$ cat src/rtl/gpio_intr_ctrl_if.sv
// ---------------------------------------------------------------------------
// gpio_intr_ctrl_if
// Bundles the interrupt-source inputs and the CPU-facing interrupt outputs of
// gpio_intr_ctrl.
//   master : the side that owns the sources and the CPU handshake
//            (drives intr_src, mask, irq_ack, overrun_clr; reads irq, irq_id,
//            pending, overrun)
//   slave  : the interrupt controller itself
// Signals:
//   intr_src    [NUM_SRC] source pulses, active high, >=1 cycle wide
//   mask        [NUM_SRC] 1 = source may raise irq
//   irq_ack               1-cycle ack for the current irq_id
//   overrun_clr           1-cycle pulse clearing all overrun bits
//   irq                   level interrupt to the CPU
//   irq_id      [ID_W]    index of the serviced source, valid while irq=1
//   pending     [NUM_SRC] latched, unserviced events
//   overrun     [NUM_SRC] sticky, event arrived while already pending
// ---------------------------------------------------------------------------
interface gpio_intr_ctrl_if #(
  parameter int NUM_SRC = 4,
  parameter int ID_W    = 2
);
  logic [NUM_SRC-1:0] intr_src;
  logic [NUM_SRC-1:0] mask;
  logic               irq_ack;
  logic               overrun_clr;
  logic               irq;
  logic [ID_W-1:0]    irq_id;
  logic [NUM_SRC-1:0] pending;
  logic [NUM_SRC-1:0] overrun;

  modport master (
    output intr_src, mask, irq_ack, overrun_clr,
    input  irq, irq_id, pending, overrun
  );

  modport slave (
    input  intr_src, mask, irq_ack, overrun_clr,
    output irq, irq_id, pending, overrun
  );
endinterface

$ cat src/rtl/gpio_intr_ctrl.sv
// ---------------------------------------------------------------------------
// gpio_intr_ctrl
// Interrupt controller for the periodic GPIO interrupt sources. Rising edges
// on intr_src latch one pending bit per source; enabled pending sources are
// served one at a time by fixed priority (lowest index first) through a
// level irq plus irq_id, which the CPU retires with irq_ack.
//
// Parameters:
//   NUM_SRC  number of interrupt sources (1..16)
//   ID_W     width of irq_id, 2**ID_W >= NUM_SRC
// Ports:
//   clk_25m_in  in  system clock, 25 MHz
//   hard_rst_n  in  asynchronous active-low reset
//   bus         gpio_intr_ctrl_if.slave (intr_src, mask, irq_ack, overrun_clr
//               in; irq, irq_id, pending, overrun out)
// Build option:
//   INTR_SYNC_EN  when defined, a 2-flop synchronizer is placed on each
//                 intr_src bit (sources from another clock domain); this adds
//                 2 cycles of edge-to-pending latency. When undefined,
//                 intr_src must be synchronous to clk_25m_in.
// ---------------------------------------------------------------------------
module gpio_intr_ctrl #(
  parameter int NUM_SRC = 4,
  parameter int ID_W    = 2
) (
  input  logic               clk_25m_in,
  input  logic               hard_rst_n,
  gpio_intr_ctrl_if.slave    bus
);

  typedef enum logic [1:0] {
    IDLE    = 2'd0,
    ASSERT  = 2'd1,
    HOLDOFF = 2'd2
  } state_t;

  state_t             state;
  logic               irq_q;
  logic [ID_W-1:0]    irq_id_q;
  logic [NUM_SRC-1:0] pending_q;
  logic [NUM_SRC-1:0] overrun_q;
  logic [NUM_SRC-1:0] src_s;
  logic [NUM_SRC-1:0] src_d;
  logic [NUM_SRC-1:0] rise;
  logic [NUM_SRC-1:0] clr_vec;
  logic [NUM_SRC-1:0] pending_nxt;
  logic [NUM_SRC-1:0] overrun_set;
  logic [NUM_SRC-1:0] overrun_nxt;
  logic               ack_fire;

  // Lowest set index wins; scanning downward lets the lowest hit overwrite.
  function automatic logic [ID_W-1:0] prio_enc(input logic [NUM_SRC-1:0] v);
    logic [ID_W-1:0] id;
    id = '0;
    for (int i = NUM_SRC - 1; i >= 0; i--) begin
      if (v[i]) id = ID_W'(i);
    end
    return id;
  endfunction

  function automatic logic [NUM_SRC-1:0] id_onehot(input logic [ID_W-1:0] id);
    logic [NUM_SRC-1:0] oh;
    oh = '0;
    for (int i = 0; i < NUM_SRC; i++) begin
      oh[i] = (ID_W'(i) == id);
    end
    return oh;
  endfunction

`ifdef INTR_SYNC_EN
  logic [NUM_SRC-1:0] sync_p0;
  logic [NUM_SRC-1:0] sync_p1;

  // Two-flop synchronizer stage
  always_ff @(posedge clk_25m_in or negedge hard_rst_n) begin
    if (!hard_rst_n) begin
      sync_p0 <= '0;
      sync_p1 <= '0;
    end else begin
      sync_p0 <= bus.intr_src;
      sync_p1 <= sync_p0;
    end
  end

  assign src_s = sync_p1;
`else
  assign src_s = bus.intr_src;
`endif

  // Edge detect: a source held high yields exactly one rise.
  assign rise = src_s & ~src_d;

  // Ack only counts while an irq is actually being presented.
  assign ack_fire = (state == ASSERT) && bus.irq_ack;
  assign clr_vec  = ack_fire ? id_onehot(irq_id_q) : '0;

  // A rise coinciding with the clear re-arms the bit as a fresh event, so it
  // is excluded from overrun detection.
  assign pending_nxt = (pending_q & ~clr_vec) | rise;
  assign overrun_set = rise & pending_q & ~clr_vec;
  // A same-cycle set beats overrun_clr.
  assign overrun_nxt = (bus.overrun_clr ? '0 : overrun_q) | overrun_set;

  // Edge-detect / pending / overrun stage
  always_ff @(posedge clk_25m_in or negedge hard_rst_n) begin
    if (!hard_rst_n) begin
      src_d     <= '0;
      pending_q <= '0;
      overrun_q <= '0;
    end else begin
      src_d     <= src_s;
      pending_q <= pending_nxt;
      overrun_q <= overrun_nxt;
    end
  end

  // Service FSM stage: decides from registered pending, so bits latched on
  // this edge are seen one cycle later.
  always_ff @(posedge clk_25m_in or negedge hard_rst_n) begin
    if (!hard_rst_n) begin
      state    <= IDLE;
      irq_q    <= 1'b0;
      irq_id_q <= '0;
    end else begin
      case (state)
        IDLE: begin
          if (|(pending_q & bus.mask)) begin
            irq_id_q <= prio_enc(pending_q & bus.mask);
            irq_q    <= 1'b1;
            state    <= ASSERT;
          end
        end
        ASSERT: begin
          // irq_id stays frozen and mask changes are ignored until the ack.
          if (bus.irq_ack) begin
            irq_q <= 1'b0;
            state <= HOLDOFF;
          end
        end
        HOLDOFF: begin
          // One guaranteed low cycle so a level-sensitive CPU sees the drop.
          state <= IDLE;
        end
        default: begin
          irq_q <= 1'b0;
          state <= IDLE;
        end
      endcase
    end
  end

  assign bus.irq     = irq_q;
  assign bus.irq_id  = irq_id_q;
  assign bus.pending = pending_q;
  assign bus.overrun = overrun_q;

endmodule

$ cat src/flat_wrapper.sv
// flat-port wrapper written by rule: the top's interface ports become plain ports
module gpio_intr_ctrl_flat 
#(
  parameter int NUM_SRC = 4,
  parameter int ID_W    = 2
)
  (clk_25m_in, hard_rst_n, bus_intr_src, bus_mask, bus_irq_ack, bus_overrun_clr, bus_irq, bus_irq_id, bus_pending, bus_overrun);
  gpio_intr_ctrl_if #(.NUM_SRC(NUM_SRC), .ID_W(ID_W)) bus_i ();
  input  logic clk_25m_in;
  input  logic hard_rst_n;
  input wire logic [$bits(bus_i.intr_src)-1:0] bus_intr_src;
  input wire logic [$bits(bus_i.mask)-1:0] bus_mask;
  input wire logic [$bits(bus_i.irq_ack)-1:0] bus_irq_ack;
  input wire logic [$bits(bus_i.overrun_clr)-1:0] bus_overrun_clr;
  output wire logic [$bits(bus_i.irq)-1:0] bus_irq;
  output wire logic [$bits(bus_i.irq_id)-1:0] bus_irq_id;
  output wire logic [$bits(bus_i.pending)-1:0] bus_pending;
  output wire logic [$bits(bus_i.overrun)-1:0] bus_overrun;
  assign bus_i.intr_src = bus_intr_src;
  assign bus_i.mask = bus_mask;
  assign bus_i.irq_ack = bus_irq_ack;
  assign bus_i.overrun_clr = bus_overrun_clr;
  assign bus_irq = bus_i.irq;
  assign bus_irq_id = bus_i.irq_id;
  assign bus_pending = bus_i.pending;
  assign bus_overrun = bus_i.overrun;
  gpio_intr_ctrl #(.NUM_SRC(NUM_SRC), .ID_W(ID_W)) u_core (.clk_25m_in(clk_25m_in), .hard_rst_n(hard_rst_n), .bus(bus_i));
endmodule
$ cat config.mk
export PLATFORM = sky130hd
export DESIGN_NAME = gpio_intr_ctrl_flat
export DESIGN_NICKNAME = d
export VERILOG_FILES = /design/src/rtl/gpio_intr_ctrl_if.sv /design/src/rtl/gpio_intr_ctrl.sv /design/src/flat_wrapper.sv
export SDC_FILE = /design/constraint.sdc
export NUM_CORES = 1
export LEC_CHECK = 0
export CORE_MARGIN = 2
export CORE_UTILIZATION = 30
export CTS_CLUSTER_DIAMETER = 150
export DETAILED_ROUTE_END_ITERATION = 7
export HOLD_SLACK_MARGIN = 0.05
export PLACE_DENSITY_LB_ADDON = 0.15
export RECOVER_POWER = 100
export SLEW_MARGIN = 0
export SYNTH_ARGS = -nofsm -noshare
export SYNTH_HDL_FRONTEND = slang
export SYNTH_SLANG_ARGS = --single-unit
$ cat constraint.sdc
create_clock -name clk_25m_in -period 1.35 [get_ports clk_25m_in]
set_clock_uncertainty 0.15 [all_clocks]
set_input_delay 0.135 -clock clk_25m_in [delete_from_list [all_inputs] [get_ports clk_25m_in]]
set_output_delay 0.135 -clock clk_25m_in [all_outputs]
set_load 0.01 [all_outputs]
Word-level counts from Yosys, hierarchy flattened
Index checks and enable logic that the tools add are counted.
Storage, ports and cells
  memory bits (writable): 0
  word-level logic and storage cells: 42
  bits in latches: 0
  output and inout bits: 11
  bits in read-only memories: 0
  memories kept: 0
  input bits: 12
  register bits after elaboration: 17
Cells by class
  multiplexer cells: 12
  equality and inequality tests: 7
  bitwise gates (word level): 10
  $lt $le $gt $ge: 0
  add/subtract/negate cells: 0
  divide/modulo/power cells: 0
  shift-type cells: 0
  multiply operators: 0
  reductions and logical operators: 7
Operators by type and width (number)
  4-bit bitwise AND: 5
  2-bit 2-to-1 mux: 6
  4-bit 2-to-1 mux: 2
  4-bit NOT: 2
  4-bit OR: 2
  2-bit equality test (first input constant): 2
  2-bit zero test: 2
  2-bit one-hot mux with 2 select lines: 1
  2-bit AND reduction: 2
  4-bit OR reduction: 1
  1-bit one-hot mux with 3 select lines: 1
  3-bit AND reduction: 1
  1-bit by 2-bit equality test with 1-bit output (first input constant): 1
  2-bit by 1-bit equality test with 1-bit output (second input constant): 1
  2-bit equality test (second input constant): 1
  1-bit 2-to-1 mux: 2
  2-bit by 1-bit != test with 1-bit output (second input constant): 1
  2-bit != test (second input constant): 1
  1-bit logical AND: 1
  1-bit NOT: 1

Longest topological paths before layout
Gate-level depths: netlist of run 1.
  word-level depth: 6
  depth in mapped cells: 4

Worst setup path after synthesis of run 1
Ideal clock, no wire load.
  path kind: register -> register
  start point: reg u_core.pending_q[1] (netlist: u_core.bus.pending[1])
  end point: reg u_core.state[0]
  library setup time: 124 ps
  buffers on the path: 0
  arrival: 989 ps
  cell stages (with the launch flop): 4
  slack: 87 ps
  path through: dfrtp_1 -> a22oi_1 -> a31oi_2 -> or2_1
On the way
  word-level cells in the longest chain between the ends: 4
Ends and longest elaborated chain
  start: declaration: line gpio_intr_ctrl.sv:40  | logic [NUM_SRC-1:0] pending_q;
  start signal: assignment: line gpio_intr_ctrl.sv:112  | pending_q <= pending_nxt;
  4-bit bitwise AND: line gpio_intr_ctrl.sv:127  | if (|(pending_q & bus.mask)) begin
  4-bit OR reduction: line gpio_intr_ctrl.sv:127
  2-bit by 1-bit != test with 1-bit output (no source line)
  2-bit AND reduction (no source line)
  end signal: assignment: line gpio_intr_ctrl.sv:130  | state <= ASSERT;
  end signal: assignment: line gpio_intr_ctrl.sv:137  | state <= HOLDOFF;
  end signal: assignment: line gpio_intr_ctrl.sv:142  | state <= IDLE;
  end: declaration: line gpio_intr_ctrl.sv:37  | state_t state;
Every way passes these cells.
A chain may end at the register's enable or synchronous reset.

Final worst setup path of run 1
Same ends and word-level chain as after synthesis.

==> results.md, run 1 <==
- Die area: around 2700 sq um
- R2R depth: 4
- Root Driver: clkbuf_4
- Setup slack, reg-to-reg: ~30 ps
- Count of cell types in the netlist: 20
- Sinks on Clock Net: 17
- Routability cong.: ~0.74
- Final setup fails: 0
- H-tree levels: 1
- Outcome: completed
- Number of I/O pins: 23
- CP endpoint: u_core.state[0]
- Hold depth: 1
- Slew headroom: between 70 and 80%
- Worst Max-Slew Pin Slew: a little over 400 ps
- CP max FO: 3
- Synth Warn #: 0
- Clock Latency Late Sink: 290 ps
- Leakage: roughly 0.00044 uW
- Critical path launch point type: flop
- Unrepaired setup endpoints after global routing: true
- CTS clock-pin slew for the worst setup and hold paths: approximately 100 ps
- R2r endpoint: u_core.state[0]
- Placeable Area: approximately 2200 sq um
- Post-layout util: approximately 47%
- Drt first pass iters: 2
- Largest net degree at the start of global routing: 18
- Most common cell after layout, fill and taps aside: dfrtp_1
- Global-route total usage across every layer: between 10 and 15%
- Peak supply drop: 0.001038 V
- Syn_nets: 70
- Maximum clock insertion buffer count: 2
- Yosys reg bits: 17
- CTS tree: built
- Finished Layout Cells: around 120
- Final WS setup: between 30 and 40 ps
- Number of buffer cells added on primary ports: 22
- Initial DRC count: 2
- Max-cap violations: 0
- Detail Route Antenna Nets: 0
- Highest-count cells in the layout ignoring fill and taps: 17 x dfrtp_1, 10 x dlygate4sd2_1, 8 x nand2_1
- Crit. Startpoint: u_core.bus.pending[1]
- DP Wirelength: a little over 1 mm
- Final net count: ~100
- Req. time, crit path: 1380 ps
- Crit path kind: flop to flop
- Synth Area per Inst: 11.76 sq um
- Layout area overhead: 50.64%
- PwrDens: 1841 nW/um^2
- Global-route wire length before repair: between 2 and 2.5 mm
- Initial antenna violation count: 0
- Seq/Total Area, Yosys: 62.39%
- Post-Place Cells: about 110
- Initial Utilization: between 30% and 40%
- Routed length per instance: roughly 12 um
- Drt drc: 0
- Slew Limit Fails: 0
- Origin of the critical flop-to-flop path: u_core.bus.pending[1]
- Max Freq: approximately 0.76 GHz
- Worst min path class: input port to flop
- Die Span X: between 50 and 60 um
- Avg Vias per Cell: 4.568
- Grt ovf: 0
- Post-place setup slack: -143.9 ps
- CTS Buf Count: 3
- # diodes: 0
- Share of cells above drive strength 1: between 20% and 30%
- Via count: around 540
- Fin. Hold Viols: 0
- Setup crit end kind: flop
- Tmin final: roughly 1300 ps
- Detailed Route WL: 1.428 mm
- CP Data Arrival Time: about 1400 ps
- Mapped Cells: between 50 and 60
- Vias in the first global route: between 500 and 600
- Fin crit share: between 90% and 100%
- FP Rows: 17
- Synth Cell Area: slightly below 700 sq um
- Height of the die: approximately 52 um
[registers in the layout, indices dropped and copies added (netlist names)]
| name | flops |
|---|---|
| u_core.bus.overrun | 4 |
| u_core.bus.pending | 4 |
| u_core.src_d | 4 |
| u_core.bus.irq_id | 2 |
| u_core.state | 2 |
| u_core.bus.irq | 1 |
[cell usage after synthesis]
| library cell | n | area share [%] |
|---|---|---|
| nor3b_1 | 1 | 1.1 |
| a221oi_2 | 1 | 2.2 |
| nand4bb_1 | 1 | 1.7 |
| o22a_2 | 1 | 1.5 |
| a31oi_2 | 1 | 1.8 |
| a21oi_1 | 1 | 0.73 |
| and3b_2 | 1 | 1.5 |
| or2_1 | 2 | 1.8 |
| o21ai_0 | 5 | 3.7 |
| nand2_1 | 8 | 4.4 |
| nand4b_1 | 1 | 1.3 |
| inv_1 | 5 | 2.8 |
| buf_6 | 1 | 1.7 |
| a21o_2 | 1 | 1.3 |
| nand2b_1 | 4 | 3.7 |
| dfrtp_1 | 17 | 62 |
| a22oi_1 | 1 | 1.1 |
| nor2_1 | 1 | 0.55 |
| o22ai_1 | 4 | 3.7 |
| o2bb2ai_1 | 1 | 1.3 |
[routing by layer]
layer	up-vias	GRT usage, %	wire (um)
met3	0	5.172	74
met4	0	2.632	0
li1	268	-	-
met1	258	14.65	636
met5	-	0	0
met2	13	20.30	717
[how the worst min path moves through the flow]
stage                      end       startpoint
2_1_floorplan   u_core.bus.irq       hard_rst_n
3_3_place_gp    u_core.bus.irq   u_core.bus.irq
3_5_place_dp    u_core.bus.irq   u_core.bus.irq
4_1_cts        u_core.src_d[1]  bus_intr_src[1]
5_1_grt        u_core.src_d[1]  bus_intr_src[1]
6_report       u_core.src_d[1]  bus_intr_src[1]
[worst max-delay path, cell delays in order, from the launching register on]
cell     delay (ps)
dfrtp_1         400
buf_6           130
a22oi_2         210
a31oi_2         120
or2_1           210
[report_power, final]
group / total, uW / internal [uW] / switching (uW)
clock: 266 / 115 / 151
combinational: 841 / 460 / 381
sequential: 784 / 664 / 120
total: 1890 / 1240 / 652
[repair_timing]
action	in CTS	in global routing
endpoints found under the setup margin	11	6
setup buffers	3	2
gates resized for setup	14	8
hold endpoints to repair	17	0
pin swaps	0	4
hold buffers	1	0
[through the flow]
step	hold WS, ps	cell area, sq um	TNS (ps)	power, uW
2_1_floorplan	-310.6	681.9	0	1208
3_3_place_gp	320.6	933.4	-820.9	1557
3_5_place_dp	323.5	933.4	-944.4	1557
4_1_cts	155.2	983.4	0	1825
5_1_grt	272.8	1027	-69.52	2033
6_report	286.3	1027	0	1891
[cell families after synthesis]
family | after synthesis | share of synthesized area (%)
and+or+nand+nor | 19 | 15.96
DFF | 17 | 62.39
AOI/OAI and AO/OA | 16 | 17.25
buffers and inverters | 6 | 4.404
[final cells by class]
cell class              count  area (sq um)
flip-flops and latches     17         425.4
clock buffers               4         26.28
multi-input cells          35         260.3
inverters                   5         18.77
fillers                   221          1142
well taps                  28         35.03
repair buffers             29         261.5
Power figures use the tool's default switching activity.
==> run 2: changes to the inputs <==
--- a/config.mk
+++ b/config.mk
@@ -5,6 +5,8 @@
 export SDC_FILE = /design/constraint.sdc
 export NUM_CORES = 1
 export LEC_CHECK = 0
+export CAP_MARGIN = 10
+export CORE_ASPECT_RATIO = 0.7
 export CORE_MARGIN = 2
 export CORE_UTILIZATION = 30
 export CTS_CLUSTER_DIAMETER = 150
==> run 2 against run 1 <==
Effect of this change: die area is 0.24% higher; largest cell class unchanged; wire length is 1.4% lower; power is 3.6% lower; register-to-register slack better by 20 ps; cell area is 2.3% lower; clock-buffer cell count stayed put; first-iteration DRC count grew to 11 times the previous value; sequential power hardly changed; worst setup slack better by 15 ps.
==> results.md, run 2 (same netlist as run 1, synthesis figures left out) <==
- Outcome: completed (unchanged)
- Slew headroom: 71.77% (was 72.32%)
- Grt ovf: 0 (unchanged)
- Detail Route Antenna Nets: 0 (unchanged)
- Placeable Area: 2155 sq um (was 2170 sq um)
- Die area: 2677 sq um (was 2670 sq um)
- Worst Max-Slew Pin Slew: 423.5 ps (was 415.1 ps)
- Initial DRC count: 21 (was 2)
- Detailed Route WL: 1.408 mm (was 1.428 mm)
- Clock Latency Late Sink: 280 ps (was 290 ps)
- Layout area overhead: 47.16% (was 50.64%)
- PwrDens: 1816 nW/um^2 (was 1841 nW/um^2)
- CTS clock-pin slew for the worst setup and hold paths: 90 ps (was 100 ps)
- H-tree levels: 1 (unchanged)
- Largest net degree at the start of global routing: 18 (unchanged)
- Die Span X: 60.99 um (was 51.68 um)
- CTS tree: built (unchanged)
- Highest-count cells in the layout ignoring fill and taps: 17 x dfrtp_1, 9 x dlygate4sd2_1, 8 x nand2_1 (was 17 x dfrtp_1, 10 x dlygate4sd2_1, 8 x nand2_1)
- Max Freq: 0.7666 GHz (was 0.7577 GHz)
- Tmin final: 1305 ps (was 1320 ps)
- Drt first pass iters: 4 (was 2)
- Worst min path class: input port to flop (unchanged)
- DP Wirelength: 1.058 mm (was 1.032 mm)
- Max-cap violations: 0 (unchanged)
- Maximum clock insertion buffer count: 2 (unchanged)
- Fin crit share: 96.63% (was 97.77%)
- Post-place setup slack: -173.6 ps (was -143.9 ps)
- Routed length per instance: 11.54 um (was 12.10 um)
- Final WS setup: 45.46 ps (was 30.14 ps)
- CTS Buf Count: 3 (unchanged)
- Routability cong.: 0.7410 (was 0.7372)
- Height of the die: 43.89 um (was 51.68 um)
- CP max FO: 3 (unchanged)
- Leakage: 0.0004425 uW (was 0.0004442 uW)
- Most common cell after layout, fill and taps aside: dfrtp_1 (unchanged)
- Number of I/O pins: 23 (unchanged)
- Final setup fails: 0 (unchanged)
- Sinks on Clock Net: 17 (unchanged)
- Vias in the first global route: 560 (was 530)
- Global-route wire length before repair: 2.615 mm (was 2.352 mm)
- Post-layout util: 46.57% (was 47.35%)
- Initial Utilization: 31.65% (was 31.43%)
- Critical path launch point type: flop (unchanged)
- Share of cells above drive strength 1: 17.78% (was 21.11%)
- Drt drc: 0 (unchanged)
- CP Data Arrival Time: 1330 ps (was 1350 ps)
- Global-route total usage across every layer: 13.77% (was 12.19%)
- Unrepaired setup endpoints after global routing: true (unchanged)
- Fill cells: 211 (was 221)
- FP Rows: 14 (was 17)
- Finished Layout Cells: 122 (was 118)
- Peak supply drop: 0.0008402 V (was 0.001038 V)
- Via count: 527 (was 539)
- Number of buffer cells added on primary ports: 22 (unchanged)
- # diodes: 0 (unchanged)
- Final net count: 103 (unchanged)
- Root Driver: clkbuf_4 (unchanged)
- Crit path kind: flop to flop (unchanged)
- Post-Place Cells: 113 (was 108)
- Avg Vias per Cell: 4.320 (was 4.568)
- Req. time, crit path: 1370 ps (was 1380 ps)
- Initial antenna violation count: 0 (unchanged)
- Fin. Hold Viols: 0 (unchanged)
- Setup crit end kind: flop (unchanged)
- Slew Limit Fails: 0 (unchanged)
-- run 2: metal layers --
layer  share of wire (%)  GRT usage [%]  vias up
met2                  43          20.43       14
met4                0.85          3.913        0
li1                    -              -      267
met1                  49          17.64      244
met3                 6.3          7.164        2
met5                   0              0        -
-- run 2: worst paths after layout --
check,start,cells past startpoint,endpoint,slack (ps)
max in group asynchronous,hard_rst_n,3,u_core.state[0],130
min reg2reg,u_core.bus.irq,1,u_core.bus.irq,340
min in group asynchronous,hard_rst_n,3,u_core.src_d[3],630
min,bus_intr_src[0],1,u_core.src_d[0],290
max,u_core.bus.irq_id[1],4,u_core.bus.overrun[1],50
max reg2reg,u_core.bus.irq_id[1],4,u_core.bus.overrun[1],50
-- run 2: power breakdown --
group	total, uW	leakage, uW	switching, uW	internal (uW)
Sequential	782	0.000194	118	664
Combinational	780	0.000233	357	423
Clock	261	0.0000150	146	115
Total	1820	0.000443	621	1200
-- run 2: final cells by class --
cell class                 instances  area [sq um]  share of cell area, %
clock buffer                       4         26.28                  2.618
inverter                           5         18.77                  1.870
multi-input combinational         35         231.5                  23.07
sequential                        17         425.4                  42.39
tap                               32         40.04                  3.990
timing repair buffer              29         261.5                  26.06
-- run 2: worst max-delay path, cell delays in order (launching register included) --
cell       delay, ps
dfrtp_1          380
buf_4            140
nand4bb_1        230
o21ai_1          210
o22ai_1           80
-- run 2: metrics by stage --
stage / instance area, sq um / total power, uW / hold slack, ps / setup TNS [ps]
finish: 1003 / 1823 / 285.2 / 0
global route: 1003 / 1992 / 275.1 / -38.51
CTS: 996.0 / 1807 / 156.7 / -8.774
detailed placement: 945.9 / 1557 / 323.4 / -951.2
global placement: 945.9 / 1549 / 324.3 / -758.8
floorplan: 681.9 / 1208 / -310.6 / 0
-- run 2: repair_timing --
action / CTS / global route
endpoints found under the hold margin: 17 / 0
resized for setup: 13 / 7
pin swaps: 3 / 0
endpoints found under the setup margin: 12 / 13
setup buffers: 4 / 1
hold buffers: 1 / 0
